`config.mk`:
```
export PLATFORM = sky130hd
export DESIGN_NAME = bnn_binarize_pack
export DESIGN_NICKNAME = d
export VERILOG_FILES = /design/src/rtl/bnn_pkg.sv /design/src/rtl/bnn_thr_table.sv /design/src/rtl/bnn_binarize_pack.sv
export SDC_FILE = /design/constraint.sdc
export NUM_CORES = 2
export LEC_CHECK = 0
export BUFFER_PORTS_ARGS = -buffer_cell sky130_fd_sc_hd__buf_2
export CAP_MARGIN = 30
export CORE_MARGIN = 2
export CORE_UTILIZATION = 40
export DETAILED_ROUTE_END_ITERATION = 12
export HOLD_SLACK_MARGIN = 0.1
export PLACE_DENSITY_LB_ADDON = 0.08
export SYNTH_ARGS = -nofsm -noshare
export SYNTH_HDL_FRONTEND = slang
export SYNTH_HIERARCHICAL = 1
export SYNTH_SLANG_ARGS = --single-unit
export TNS_END_PERCENT = 50
```
`constraint.sdc`:
```
create_clock -name clk_i -period 12.3 [get_ports clk_i]
set_clock_uncertainty 0.1 [all_clocks]
set_input_delay 2.46 -clock clk_i [delete_from_list [all_inputs] [get_ports clk_i]]
set_output_delay 2.46 -clock clk_i [all_outputs]
set_load 0.02 [all_outputs]
```
`src/rtl/bnn_pkg.sv`:
```
`default_nettype none
// bnn_pkg: shared types for the BNN binarize/pack stage (threshold entries, FSM states).
// Rev 1.0
package bnn_pkg;

  localparam int BNN_CNT_WIDTH = 8;

  typedef logic [BNN_CNT_WIDTH-1:0] cnt_t;

  typedef struct packed {
    cnt_t thr;
    logic flip;
  } thr_entry_t;

  typedef enum logic [0:0] {
    IDLE  = 1'b0,
    ACCUM = 1'b1
  } bin_state_e;

  // A zero channel count still forms a one-channel pixel; oversize requests saturate.
  function automatic int clamp_nch(input int raw, input int max_ch);
    if (raw == 0) begin
      return 1;
    end else if (raw > max_ch) begin
      return max_ch;
    end else begin
      return raw;
    end
  endfunction

endpackage
`default_nettype wire

```
`src/rtl/bnn_thr_table.sv`:
```
`default_nettype none
// bnn_thr_table: per-channel threshold register file, one sync write port, one comb read port.
// Rev 1.0 -- flip storage present only when BNN_BINARIZE_FLIP_EN is defined.
module bnn_thr_table
  import bnn_pkg::*;
#(
  parameter int MAX_CH = 256,
  parameter int CH_W   = $clog2(MAX_CH)
) (
  input  logic            clk,
  input  logic            we,
  input  logic [CH_W-1:0] waddr,
  input  cnt_t            wthr,
  input  logic            wflip,
  input  logic [CH_W-1:0] raddr,
  output thr_entry_t      rd_entry
);

  // Contents are deliberately left unreset; software loads them before use.
  cnt_t thr_mem [MAX_CH];

`ifdef BNN_BINARIZE_FLIP_EN
  logic [MAX_CH-1:0] flip_mem;

  always_ff @(posedge clk) begin
    if (we && (int'(waddr) < MAX_CH)) begin
      thr_mem[waddr]  <= wthr;
      flip_mem[waddr] <= wflip;
    end
  end

  always_comb begin
    rd_entry.thr  = thr_mem[raddr];
    rd_entry.flip = flip_mem[raddr];
  end
`else
  logic unused_flip;
  assign unused_flip = wflip;

  always_ff @(posedge clk) begin
    if (we && (int'(waddr) < MAX_CH)) begin
      thr_mem[waddr] <= wthr;
    end
  end

  always_comb begin
    rd_entry.thr  = thr_mem[raddr];
    rd_entry.flip = 1'b0;
  end
`endif

endmodule
`default_nettype wire

```
`src/rtl/bnn_binarize_pack.sv`:
```
`default_nettype none
// bnn_binarize_pack: thresholds per-channel popcounts to bits and packs them into PACK_WIDTH words.
// Rev 1.0 -- optional per-channel output inversion via BNN_BINARIZE_FLIP_EN.
module bnn_binarize_pack
  import bnn_pkg::*;
#(
  parameter int CNT_WIDTH  = BNN_CNT_WIDTH,
  parameter int PACK_WIDTH = 144,
  parameter int MAX_CH     = 256,
  localparam int CH_W      = $clog2(MAX_CH)
) (
  input  logic                  clk_i,
  input  logic                  rst_i,
  input  logic                  cfg_we_i,
  input  logic [CH_W-1:0]       cfg_addr_i,
  input  logic [CNT_WIDTH-1:0]  cfg_thr_i,
  input  logic                  cfg_flip_i,
  input  logic [CH_W:0]         cfg_nch_i,
  input  logic                  cnt_valid_i,
  output logic                  cnt_ready_o,
  input  logic [CNT_WIDTH-1:0]  cnt_data_i,
  output logic                  out_valid_o,
  input  logic                  out_ready_i,
  output logic [PACK_WIDTH-1:0] out_data_o,
  output logic                  out_last_o,
  output logic                  busy_o
);

  localparam int PTR_W = $clog2(PACK_WIDTH);

  bin_state_e            state;
  logic [CH_W-1:0]       ch;
  logic [CH_W:0]         nch;
  logic [PTR_W-1:0]      ptr;
  logic [PACK_WIDTH-1:0] pack;

  thr_entry_t            entry;
  logic                  accept;
  logic [CH_W:0]         nch_eff;
  logic                  last_ch;
  logic                  word_done;
  logic                  act_bit;
  logic [PACK_WIDTH-1:0] word_next;

  bnn_thr_table #(
    .MAX_CH (MAX_CH),
    .CH_W   (CH_W)
  ) u_thr_table (
    .clk      (clk_i),
    .we       (cfg_we_i),
    .waddr    (cfg_addr_i),
    .wthr     (cfg_thr_i),
    .wflip    (cfg_flip_i),
    .raddr    (ch),
    .rd_entry (entry)
  );

  assign cnt_ready_o = !out_valid_o || out_ready_i;
  assign accept      = cnt_valid_i && cnt_ready_o;
  assign busy_o      = (state == ACCUM) || out_valid_o;

  // The channel count is only sampled on the first count of a pixel.
  assign nch_eff   = (state == IDLE) ? (CH_W+1)'(clamp_nch(int'(cfg_nch_i), MAX_CH)) : nch;
  assign last_ch   = ({1'b0, ch} == (nch_eff - 1'b1));
  assign word_done = (ptr == PTR_W'(PACK_WIDTH - 1)) || last_ch;
  assign act_bit   = (cnt_data_i >= entry.thr) ^ entry.flip;

  always_comb begin
    word_next      = pack;
    word_next[ptr] = act_bit;
  end

  always_ff @(posedge clk_i) begin
    if (rst_i) begin
      state       <= IDLE;
      ch          <= '0;
      nch         <= '0;
      ptr         <= '0;
      pack        <= '0;
      out_valid_o <= 1'b0;
      out_data_o  <= '0;
      out_last_o  <= 1'b0;
    end else begin
      if (out_valid_o && out_ready_i) begin
        out_valid_o <= 1'b0;
      end

      if (accept) begin
        // A completed word overrides the drain above, giving back-to-back throughput.
        if (word_done) begin
          out_data_o  <= word_next;
          out_last_o  <= last_ch;
          out_valid_o <= 1'b1;
          pack        <= '0;
          ptr         <= '0;
        end else begin
          pack <= word_next;
          ptr  <= ptr + 1'b1;
        end

        ch <= last_ch ? '0 : ch + 1'b1;

        case (state)
          IDLE: begin
            nch   <= nch_eff;
            state <= last_ch ? IDLE : ACCUM;
          end
          ACCUM: begin
            if (last_ch) begin
              state <= IDLE;
            end
          end
          default: state <= IDLE;
        endcase
      end
    end
  end

endmodule
`default_nettype wire
```
# Word-level counts from Yosys, hierarchy flattened

Memories as Yosys holds them, arrays and structs flattened. A register that Yosys moved wholly into a read port is not among the register bits.
Index checks and enable logic that the tools add are counted.

$add $sub $neg: 3
Reduce and logical (&&, ||, !) cells: 10
Bitwise gates (word level): 1
Magnitude comparators: 4
Eq/ne operators: 2
Mux-type cells: 17

Operator list:

| cell                | number |
|---|---|
| $bwmux 144          | 1 |
| $mux 144            | 1 |
| $mux 8              | 4 |
| $mux 9              | 3 |
| $add 8x1->8 const B | 2 |
| $eq 8x9->1          | 1 |
| $gt 9x9->1 const B  | 1 |
| $logic_not 9->1     | 1 |
| $lt 8x9->1 const B  | 1 |
| $sub 9x1->9 const B | 1 |
| $demux 1 s8         | 1 |
| $eq 8x8->1 const B  | 1 |
| $ge 8x1->1 const B  | 1 |
| $ge 8x8->1          | 1 |
| $mux 1              | 7 |
| $reduce_and 2->1    | 2 |
| $logic_and 1x1->1   | 3 |
| $logic_or 1x1->1    | 3 |
| $logic_not 1->1     | 1 |
| $not 1->1           | 1 |

Output and inout bits: 148
Bits in writable memories: 2048
Memories kept: 1
Register bits: 316

Memories:

| memory              | words | bits a word | rd ports | clocked after Yosys merged registers in | write ports | RTL line            | RTL |
|---|---|---|---|---|---|---|---|
| u_thr_table.thr_mem | 256   | 8           | 1        | 1                                       | 1           | bnn_thr_table.sv:20 | `cnt_t thr_mem [MAX_CH];` |

# Depth between registers and ports, before layout

Word-level depth: 9
Gate-level depth with buffers: 22
Depth with buffers taken out: 16

# By module

Netlist, hierarchy kept.

By module, submodules not included:

| module            | cells each | sequential area each (um2) | area each (um2) | times used |
|---|---|---|---|---|
| bnn_thr_table     | 3727       | 61499.0                    | 79407.4         | 1 |
| bnn_binarize_pack | 1781       | 6326.1                     | 15590.0         | 1 |

# Least setup slack after synthesis

OpenSTA, ideal clock, no wires.

Kind: input to register
Start point: in cfg_nch_i[3]
End point: reg out_data_o[37]
Cell stages on the path: 14
Required time: 12099 ps
Arrival time: 5109 ps
Setup slack: 6990 ps
Cell sequence: nor4_1 a211oi_1 or2_2 ha_1 inv_1 xnor2_1 nand2_1 nor3_1 o31a_1 o211ai_1 clkbuf_1 clkbuf_1 nand4b_1 o41ai_1

Longest elaborated chain between the ends: 8
Elaborated cells on any way between the ends: 9
Classes of those cells: add/sub (1); order compare (1); eq/ne (1); mux (3); reduce/logical (3)

RTL lines:

| what                           | RTL line                | RTL |
|---|---|---|
| start: declaration             | bnn_binarize_pack.sv:18 | `input logic [CH_W:0] cfg_nch_i,` |
| $gt 9x9->1                     | bnn_pkg.sv:24           | `end else if (raw > max_ch) begin` |
| $mux 9                         | bnn_pkg.sv:24           |  |
| $mux 9 (*)                     | bnn_pkg.sv:22           | `if (raw == 0) begin` |
| $mux 9 (*)                     | bnn_binarize_pack.sv:63 | `assign nch_eff = (state == IDLE) ? (CH_W+1)'(clamp_nch(int'(cfg_nch_i), MAX_CH)) : nch;` |
| $sub 9x1->9 (*)                | bnn_binarize_pack.sv:64 | `assign last_ch = ({1'b0, ch} == (nch_eff - 1'b1));` |
| $eq 8x9->1 (*)                 | bnn_binarize_pack.sv:64 |  |
| $logic_or 1x1->1 (*)           | bnn_binarize_pack.sv:65 | `assign word_done = (ptr == PTR_W'(PACK_WIDTH - 1)) \|\| last_ch;` |
| $reduce_and 2->1 (no line) (*) | --                      |  |
| end signal: assignment         | bnn_binarize_pack.sv:91 | `out_data_o <= word_next;` |
| end: declaration               | bnn_binarize_pack.sv:24 | `output logic [PACK_WIDTH-1:0] out_data_o,` |

Mark *: on every way between the ends. The rest lies on a longest branch, timed or not.
A chain may end at the register's enable or synchronous reset.

# Worst setup path after layout

Start point: reg ch[0]
End point: reg out_data_o[121]

Longest elaborated chain between the ends: 3

RTL lines:

| what                       | RTL line                 | RTL |
|---|---|---|
| start: declaration         | bnn_binarize_pack.sv:32  | `logic [CH_W-1:0] ch;` |
| start signal: assignment   | bnn_binarize_pack.sv:101 | `ch <= last_ch ? '0 : ch + 1'b1;` |
| $eq 8x9->1                 | bnn_binarize_pack.sv:64  |  |
| $logic_or 1x1->1           | bnn_binarize_pack.sv:65  |  |
| $reduce_and 2->1 (no line) | --                       |  |

No other way between the ends.

==> impl_metrics.ini <==
[synthesis]
yosys.area.top_type_share = 0.647
yosysMostFrequentCell = edfxtp_1
synth_area_um2 = 95000
synth.top_cells.by_count = 2,048 x edfxtp_1, 454 x mux4_2, 413 x nor2_1
synth_seq_area_share = 0.714
synth.distinct_cells = 77
yosysWarningCount = 6
synth_cells = 5508
synthFlopType = edfxtp_1
synth_seq_cells = 2364
synthArstFlopShare = 0
synth.avg_cell_area_um2 = 17.2
yosysTopAreaCell = edfxtp_1
synth_area_leaders = edfxtp_1 65%, mux4_2 11%, dfxtp_1 6.7%
syn_nets = 5561
synth_edf_count = 2048

[sta]
fin_crit_ps = 7710
setup_violations = 0
slew_violations = 0
whs_ps = 324
tightest_slew_ps = 1040
rsz0062_at_grt = no
finalCritPeriodShare = 0.627
finalSetupTns_ps = 0
hold_viol = 0
slew_headroom = 0.306
max_freq_mhz = 130

[routing]
drt-total-wl_um = 275000
drtIter0Drc = 5592
drc = 0
ant_nets = 0
avgViaCountPerCell = 5.94
firstDrtPassIters = 6
wire_per_inst_um = 30.6
vias = 53331

[critical_path]
reg2reg_slack_ps = 4590
cp.arrival_ps = 8390
critical_path_class = flop to flop
end_kind = flop
r2r_start = ch[0]$_SDFFE_PP0P_
timing.rr.end = out_data_o[121]$_SDFFE_PP0P_
setup.worst_path.start_class = flop
worstPathRequired_ps = 12980
r2r_cells = 19
cp_max_fo = 77

[clocking]
clk_pin_slew_worst_paths_ps = 60
ctsHtreeMaxLevel = 5
cts_root_buffer = clkbuf_16
cts_setup_buffers = 0
cts_tree = yes
numClockSinks = 2364
postCtsHoldBufs = 0
cts_made_buffers = 276
worstSkewPairLatency_ps = 930
cts_resized = 0
cts_buffer_depth = 4

[floorplan]
die_w_um = 491
die_h_um = 491
num_rows = 178
initial_utilization = 0.403
io_pins = 187
core_um2 = 236000
die_area_um2 = 241000

[layout]
fin_nets = 5687
area_delta_synth_final_pct = 13.3
drive_above_1_share = 0.214
fin_util = 0.457

[pwr]
p_int_w = 0.0135
p_leak_nw = 32.7
power_switching_w = 0.00370
sequentialPowerShare = 0.508
clockPowerShare = 0.443
ir_worst_vdd_uv = 124
powerDensity_nw_per_um2 = 160
pwr-share-comb = 0.049
p_total_w = 0.0172
swShare = 0.215

[place]
place_congestion = 0.823
port_buffers = 185
dpl.hpwl_um = 160000

[hold_path]
min_from = pack[143]$_SDFFE_PP0P_
holdCritPathClass = flop to flop
hold-path-cell-count = 2
hold-path-endpoint = pack[143]$_SDFFE_PP0P_

[grt]
grt_use_total = 0.223
grt_pass1_vias = 52893
grt_pass1_wl_um = 392000
grt_max_degree = 149
grt_overflow = 0
antenna_found_initial = 19

[run_status]
status = finished clean

[job]
maxCapViolations = 0
registers in the layout, summed over array words and instances, names as in the netlist:
name / cells
out_last_o: 1
out_valid_o: 1
out_data_o: 144
state: 1
ch: 8
pack: 144
nch: 9
u_thr_table/thr_mem: 2048
ptr: 8
cell type report:
type / count / area (um2)
Fill cell: 20395 / 128000
Clock inverter: 91 / 709
Clock buffer: 371 / 7530
Multi-Input combinational cell: 2628 / 24800
Tap cell: 3150 / 3940
Inverter: 15 / 56.3
Timing Repair Buffer: 349 / 2760
Sequential cell: 2364 / 67800
Antenna cell: 5 / 12.5
cell families after synthesis:
family          count (synthesis)  share of synthesized area
xor+xnor                       21                    0.00194
fa+ha+maj                      14                    0.00184
buf+inv                       516                     0.0273
other cells                     1                  0.0000395
simple gates                 1020                     0.0559
compound gates                978                     0.0763
flops                        2364                      0.714
mux                           594                      0.123
layer usage:
metal,vias to the layer above,global-route usage,share of wire
li1,22910,-,-
met1,28410,0.328,0.45
met2,1613,0.347,0.47
met3,384,0.0324,0.054
met4,14,0.0583,0.024
met5,-,0,0.00029
per-stage QoR:
stage / setup slack, ps / area, um2 / std cells
floorplan: 6990 / 95000 / 5508
global placement: 4060 / 98700 / 8464
detailed placement: 4360 / 99200 / 8498
CTS: 4370 / 107000 / 8960
global route: 4070 / 108000 / 8972
finish: 4590 / 108000 / 8973
worst max-delay path: stages (launching register included):
cell and delay (ps):
dfxtp_4 880, buf_12 520, buf_4 600, mux4_2 620
mux4_2 500, nor2b_1 150, nor4_1 630, nor4_1 150
inv_1 120, ha_1 120, nand2_1 40, o21ai_0 160
a41oi_1 170, a21oi_2 640, xor2_4 160, buf_4 490
buf_4 420, buf_16 340, nor3_1 110, o41ai_1 300
layout by cell type, fill, tap and decap left out, types with 12 or more instances in the layout:
master	count
o21ai_0	36
o41ai_1	94
clkbuf_1	80
a221oi_1	13
a22oi_1	133
buf_16	17
nor4_1	21
nand4_1	13
clkbuf_16	286
xor2_1	12
and2_1	20
buf_4	121
nor2b_1	33
a211oi_1	18
mux2i_1	137
ha_1	14
edfxtp_1	2048
clkinv_2	26
a21oi_1	263
nand2_1	81
nand4b_1	144
nor3_1	171
nor2_1	399
a311oi_1	145
mux4_2	454
o22ai_1	28
clkinv_1	47
inv_1	13
a31oi_1	92
nand3_1	39
o41ai_2	40
o221ai_1	46
dfxtp_1	310
o211ai_1	13
buf_8	12
buf_2	179
worst max path at each step:
| stage | from | endpoint | slack [ps] | cells after the start |
|---|---|---|---|---|
| after global routing | ch[0]$_SDFFE_PP0P_ | out_data_o[117]$_SDFFE_PP0P_ | 4070 | 19 |
| after global placement | ch[0]$_SDFFE_PP0P_ | out_data_o[53]$_SDFFE_PP0P_ | 4060 | 17 |
| after CTS | ch[0]$_SDFFE_PP0P_ | out_data_o[121]$_SDFFE_PP0P_ | 4370 | 19 |
| final | ch[0]$_SDFFE_PP0P_ | out_data_o[121]$_SDFFE_PP0P_ | 4590 | 19 |
| after detailed placement | ch[0]$_SDFFE_PP0P_ | out_data_o[55]$_SDFFE_PP0P_ | 4360 | 19 |
| after floorplan | cfg_nch_i[3] | out_data_o[37]$_SDFFE_PP0P_ | 6990 | 14 |
power by group through the flow:
| stage | combinational [W] | clock (W) | sequential [W] |
|---|---|---|---|
| 2_1_floorplan | 0.000521 | 0 | 0.00890 |
| 3_3_place_gp | 0.000824 | 0 | 0.00890 |
| 3_5_place_dp | 0.000845 | 0 | 0.00891 |
| 4_1_cts | 0.000847 | 0.00781 | 0.00874 |
| 5_1_grt | 0.000894 | 0.00810 | 0.00873 |
| 6_report | 0.000838 | 0.00763 | 0.00874 |
Power figures use the tool's default switching activity.
